## src/rtl/jpc_fetch_pkg.sv

```systemverilog
// Shared types and constants for the jpc fetch sequencer.
package jpc_fetch_pkg;

  typedef enum logic [2:0] {
    S_INIT  = 3'd0,
    S_FETCH = 3'd1,
    S_WAIT  = 3'd2,
    S_FLUSH = 3'd3,
    S_HOLD  = 3'd4
  } fetch_state_e;

  // Instructions are word aligned: redirect targets drop the two low bits.
  localparam logic [63:0] PC_ALIGN_MASK = ~64'h3;

endpackage

```

## src/rtl/jpc_fetch_ctrl.sv

```systemverilog
// Fetch sequencer for jpc_pc: steps/redirects the PC, issues one imem request
// at a time and hands fetched words to decode over valid/ready.
module jpc_fetch_ctrl
  import jpc_fetch_pkg::*;
#(
  parameter int unsigned JPC_ADDRESS_WIDTH = 32,
  parameter int unsigned JPC_DATA_WIDTH    = 32,
  parameter logic [JPC_ADDRESS_WIDTH-1:0] RESET_VECTOR = '0,
  parameter int unsigned PC_INCREMENT      = 4
) (
  input  logic                         clk,
  input  logic                         rst,
  input  logic [JPC_ADDRESS_WIDTH-1:0] pc_I,
  output logic [JPC_ADDRESS_WIDTH-1:0] next_pc_O,
  output logic                         pc_enable_O,
  output logic                         imem_req_O,
  output logic [JPC_ADDRESS_WIDTH-1:0] imem_addr_O,
  input  logic                         imem_ack_I,
  input  logic [JPC_DATA_WIDTH-1:0]    imem_rdata_I,
  output logic                         instr_valid_O,
  output logic [JPC_DATA_WIDTH-1:0]    instr_O,
  output logic [JPC_ADDRESS_WIDTH-1:0] instr_pc_O,
  input  logic                         instr_ready_I,
  input  logic                         redirect_I,
  input  logic [JPC_ADDRESS_WIDTH-1:0] redirect_pc_I,
  input  logic                         stall_I,
  output logic                         misaligned_O
);

  localparam logic [JPC_ADDRESS_WIDTH-1:0] ALIGN_MASK = JPC_ADDRESS_WIDTH'(PC_ALIGN_MASK);
  localparam logic [JPC_ADDRESS_WIDTH-1:0] PC_STEP    = JPC_ADDRESS_WIDTH'(PC_INCREMENT);

  fetch_state_e state_q, state_d;

  logic [JPC_ADDRESS_WIDTH-1:0] fetch_addr_q;
  logic [JPC_DATA_WIDTH-1:0]    instr_q;
  logic [JPC_ADDRESS_WIDTH-1:0] instr_pc_q;
  logic                         misaligned_q;

  logic [JPC_ADDRESS_WIDTH-1:0] redirect_tgt;
  logic                         redirect_odd;
  logic                         redirect_take;
  logic                         load_fetch_addr;
  logic                         capture;
  logic [JPC_ADDRESS_WIDTH-1:0] capture_pc;

  assign redirect_tgt = redirect_pc_I & ALIGN_MASK;
  assign redirect_odd = |(redirect_pc_I & ~ALIGN_MASK);

  always_comb begin
    state_d         = state_q;
    next_pc_O       = pc_I + PC_STEP;
    pc_enable_O     = 1'b0;
    imem_req_O      = 1'b0;
    imem_addr_O     = '0;
    instr_valid_O   = 1'b0;
    redirect_take   = 1'b0;
    load_fetch_addr = 1'b0;
    capture         = 1'b0;
    capture_pc      = pc_I;

    unique case (state_q)
      S_INIT: begin
        pc_enable_O = 1'b1;
        next_pc_O   = RESET_VECTOR;
        state_d     = S_FETCH;
      end

      S_FETCH: begin
        if (redirect_I) begin
          pc_enable_O   = 1'b1;
          next_pc_O     = redirect_tgt;
          redirect_take = 1'b1;
        end else if (!stall_I) begin
          imem_req_O      = 1'b1;
          imem_addr_O     = pc_I;
          load_fetch_addr = 1'b1;
          if (imem_ack_I) begin
            capture     = 1'b1;
            capture_pc  = pc_I;
            pc_enable_O = 1'b1;
            next_pc_O   = pc_I + PC_STEP;
            state_d     = S_HOLD;
          end else begin
            state_d = S_WAIT;
          end
        end
      end

      S_WAIT: begin
        imem_req_O  = 1'b1;
        imem_addr_O = fetch_addr_q;
        if (redirect_I) begin
          pc_enable_O   = 1'b1;
          next_pc_O     = redirect_tgt;
          redirect_take = 1'b1;
          state_d       = imem_ack_I ? S_FETCH : S_FLUSH;
        end else if (imem_ack_I) begin
          capture     = 1'b1;
          capture_pc  = fetch_addr_q;
          pc_enable_O = 1'b1;
          next_pc_O   = fetch_addr_q + PC_STEP;
          state_d     = S_HOLD;
        end
      end

      // Drain the abandoned request; its data never reaches decode.
      S_FLUSH: begin
        imem_req_O  = 1'b1;
        imem_addr_O = fetch_addr_q;
        if (redirect_I) begin
          pc_enable_O   = 1'b1;
          next_pc_O     = redirect_tgt;
          redirect_take = 1'b1;
        end
        if (imem_ack_I) state_d = S_FETCH;
      end

      S_HOLD: begin
        instr_valid_O = 1'b1;
        if (redirect_I) begin
          pc_enable_O   = 1'b1;
          next_pc_O     = redirect_tgt;
          redirect_take = 1'b1;
          state_d       = S_FETCH;
        end else if (instr_ready_I) begin
          state_d = S_FETCH;
        end
      end

      default: state_d = S_INIT;
    endcase
  end

  always_ff @(posedge clk) begin
    if (!rst) begin
      state_q      <= S_INIT;
      fetch_addr_q <= '0;
      instr_q      <= '0;
      instr_pc_q   <= '0;
      misaligned_q <= 1'b0;
    end else begin
      state_q      <= state_d;
      misaligned_q <= redirect_take && redirect_odd;
      if (load_fetch_addr) fetch_addr_q <= pc_I;
      if (capture) begin
        instr_q    <= imem_rdata_I;
        instr_pc_q <= capture_pc;
      end
    end
  end

  assign instr_O      = instr_q;
  assign instr_pc_O   = instr_pc_q;
  assign misaligned_O = misaligned_q;

endmodule

```

## config.mk

```make
export PLATFORM = sky130hd
export DESIGN_NAME = jpc_fetch_ctrl
export DESIGN_NICKNAME = d
export VERILOG_FILES = /design/src/rtl/jpc_fetch_pkg.sv /design/src/rtl/jpc_fetch_ctrl.sv
export SDC_FILE = /design/constraint.sdc
export NUM_CORES = 1
export LEC_CHECK = 0
export CORE_MARGIN = 2
export CORE_UTILIZATION = 42
export DETAILED_ROUTE_END_ITERATION = 10
export PLACE_DENSITY_LB_ADDON = 0.25
export SETUP_SLACK_MARGIN = 0.3
export SYNTH_ARGS = -nofsm -noshare
export SYNTH_HDL_FRONTEND = slang
export SYNTH_SLANG_ARGS = --single-unit
export TNS_END_PERCENT = 10
```

## constraint.sdc

```tcl
create_clock -name clk -period 2.4 [get_ports clk]
set_input_delay 0.36 -clock clk [delete_from_list [all_inputs] [get_ports clk]]
set_output_delay 0.36 -clock clk [all_outputs]
set_load 0.05 [all_outputs]
```

==> flow_metrics.tcl <==
set metrics [dict create \
    synthArstFlopShare_pct 0 \
    finClkSkew_ns 0.006633 \
    place_congestion 0.9612 \
    antenna_found_initial 0 \
    ir_drop_uv 416.6 \
    min_path_type "input port to flip-flop" \
    rows 47 \
    vias 8698 \
    p_int_mw 3.373 \
    setup_slack_ns -0.3690 \
    remaining_drc_errors 0 \
    yosys-top-cells-area "dfxtp_1 (29%), nand2_1 (15%), mux2i_1 (5.2%), o211a_1 (4.6%), a21boi_0 (4.4%)" \
    max_slew_margin_pct 62.00 \
    synth_nets 1041 \
    rsz0062_at_grt "true" \
    grt_first_pass_wirelength_um 45400 \
    startpoint "fetch_addr_q[3]$_SDFFE_PN0P_" \
    status "finished, violations left" \
    netlist_instances 937 \
    cts_tree "done" \
    instances_no_fill 1548 \
    crit_required_ns 2.04 \
    ios 234 \
    synthMostInstantiatedCell "nand2_1" \
    drt_iter0_markers 637 \
    fp.dieW_um 132.7 \
    die_h_um 132.7 \
    synth_area_leader_cell "dfxtp_1" \
    path_clk_slew_ns 0.07 \
    dr.pass1.iters 5 \
    insertion_delay_ns 0.36 \
    post-route-period-util_pct 115.4 \
    h-tree-depth 3 \
    die-area_mm2 0.01761 \
    synth_top_cell_area_share_pct 28.78 \
    p_leak_nw 5.349 \
    ctsHoldBuffers 0 \
    diodes 0 \
    fill_cells 1115 \
    clock-sinks 100 \
    failed_checks "setup timing" \
    hold_viol 0 \
    overflow 0 \
    synth_seq_cells 100 \
    yosys.cell_types.count 78 \
    critPathArrivalTime_ns 2.41 \
    wl_per_cell_um 18.68 \
    endpoint_kind "output pin" \
    timing.rr.start "state_q[1]$_SDFFE_PN0P_" \
    swShare_pct 34.16 \
    root_buffer "clkbuf_16" \
    synth_common_cells "nand2_1 (282), dfxtp_1 (100), a21boi_0 (41)" \
    track_usage_pct 32.27 \
    switchingPower_mw 1.750 \
    setup_viol 61 \
    vias_per_cell 5.619 \
    fmaxAchievable_mhz 361.1 \
    netlist_area_mm2 0.006957 \
    drtAntennaViolNets 0 \
    worstHoldStart "pc_I[3]" \
    first_global_vias 8573 \
    synth_flop_cell "dfxtp_1" \
    area_growth_pct 81.55 \
    path_max_fanout 9 \
    yosysWarnings 0 \
    min_period_ns 2.769 \
    drive_above_1_share_pct 32.98 \
    final_nets 1427 \
    final.setup.tns_ns -7.591 \
    grt_max_degree 101 \
    p_clk_share_pct 30.9 \
    numPortBuffers 233 \
    numCtsBuffers 9 \
    dp.cells 1510 \
    routed_wl_um 28910 \
    initial_core_util_pct 42.40 \
    avgSynthCellArea_um2 7.424 \
    timing_worst_slew_pin_value_ns 0.5640 \
    synth-seq-area-share_pct 28.78 \
    dp_hpwl_um 21330 \
    seqPwrFrac_pct 34.1 \
    cts.path.max_buffers 2 \
    pwr_density_cell_mw_per_mm2 405.6 \
    pwr-share-comb_pct 34.9 \
    critical_path_class "flip-flop to output pin" \
    cp-start-kind "flip-flop" \
    slew_viol_final 0 \
    core_mm2 0.01641 \
    max_cap_violations 0 \
    synth_edf_count 0 \
]
==> final timing paths <==
kind,endpoint,slack (ns),depth (start not counted)
setup reg to reg,instr_pc_O[19]$_SDFFE_PN0P_,0.15,8
hold reg to reg,instr_O[3]$_SDFFE_PN0P_,0.46,2
setup / recovery,next_pc_O[22],-0.37,9
hold / removal,fetch_addr_q[3]$_SDFFE_PN0P_,0.44,4
==> through the flow <==
| step | worst slack (ns) | hold WS [ns] | utilization, % | total power, mW | instance area [µm²] |
|---|---|---|---|---|---|
| floorplan | -0.1454 | 0.4699 | - | 2.592 | 7138 |
| global placement | -0.5205 | 0.4403 | 70.59 | 3.457 | 11580 |
| detailed placement | -0.5536 | 0.4444 | 70.59 | 3.471 | 11580 |
| CTS | -0.3949 | 0.4317 | 76.07 | 5.116 | 12480 |
| global route | -0.4100 | 0.4605 | 76.98 | 5.290 | 12630 |
| finish | -0.3690 | 0.4381 | 76.98 | 5.123 | 12630 |
==> layer usage <==
layer	part of all wire (%)	routed length (µm)	vias to the layer above	track usage, %
li1	-	-	4048	-
met1	41	11850	4110	41.94
met2	47	13620	457	53.25
met3	8.4	2431	83	5.211
met4	3.5	1012	0	13.38
met5	0	0	-	0
==> cell usage in the layout (no fill, tap or decap), types with 4 or more instances in the layout <==
master / instances
nor3_1: 8
xor2_1: 21
clkdlybuf4s50_1: 152
clkbuf_16: 9
nor2_1: 31
o211ai_1: 6
a31oi_1: 6
nand2_1: 261
a22oi_2: 4
o21ai_1: 6
nand2b_1: 16
nand4_4: 4
a21oi_2: 5
xnor2_2: 6
a21boi_1: 25
o22ai_1: 7
o211a_1: 32
mux2i_1: 36
a21boi_0: 39
nand2_2: 18
buf_12: 73
dfxtp_4: 11
xnor2_1: 21
nand3_1: 17
inv_1: 10
buf_6: 22
and3_1: 4
o21ai_0: 26
dlygate4sd2_1: 9
dfxtp_2: 11
dfxtp_1: 78
inv_8: 4
nor2_2: 4
a21oi_1: 24
buf_4: 187
nand4_1: 15
==> final cells by class <==
class | count | area, µm² | share of cell area, %
timing repair buffer | 449 | 4781 | 37.85
inverter | 14 | 58.81 | 0.4656
clock buffer | 9 | 225.2 | 1.783
multi-input combinational | 749 | 5141 | 40.71
tap | 220 | 275.3 | 2.180
clock inverter | 7 | 91.34 | 0.7232
sequential | 100 | 2057 | 16.29
==> state kept, by name, indices dropped and copies added (netlist names) <==
signal and count:
misaligned_O 1, instr_pc_O 32, fetch_addr_q 32, state_q 3, instr_O 32
==> power by group through the flow <==
stage	sequential, mW	clock [mW]	combinational [mW]
global placement	1.79	0	1.67
finish	1.75	1.58	1.79
floorplan	1.90	0	0.695
detailed placement	1.79	0	1.68
CTS	1.75	1.61	1.76
global route	1.76	1.67	1.86
==> worst max-delay path, cell delays in order, from the launching register on <==
cell and delay [ns]:
dfxtp_4 0.38, ha_4 0.15, and4_4 0.23, nor4b_4 0.26
buf_12 0.17, mux2i_1 0.19, nand2_1 0.13, o31ai_2 0.19
a32o_2 0.20, buf_12 0.14
==> cell families after synthesis <==
kind of cell	Yosys count	synth area share, %
DFF	100	28.78
buffers and inverters	88	5.522
muxes	36	5.180
xor gates and xnor gates	50	6.511
adders and majority gates	4	0.6474
and+or+nand+nor	427	28.96
AOI/OAI and AO/OA	232	24.41
==> what timing repair did <==
item                       in CTS  in global routing
setup buffers                  20                  2
pin swaps                      43                 25
resized for setup             130                 40
cloned                          0                  0
setup endpoints to repair     155                128
(Power assumes the default switching activity.)
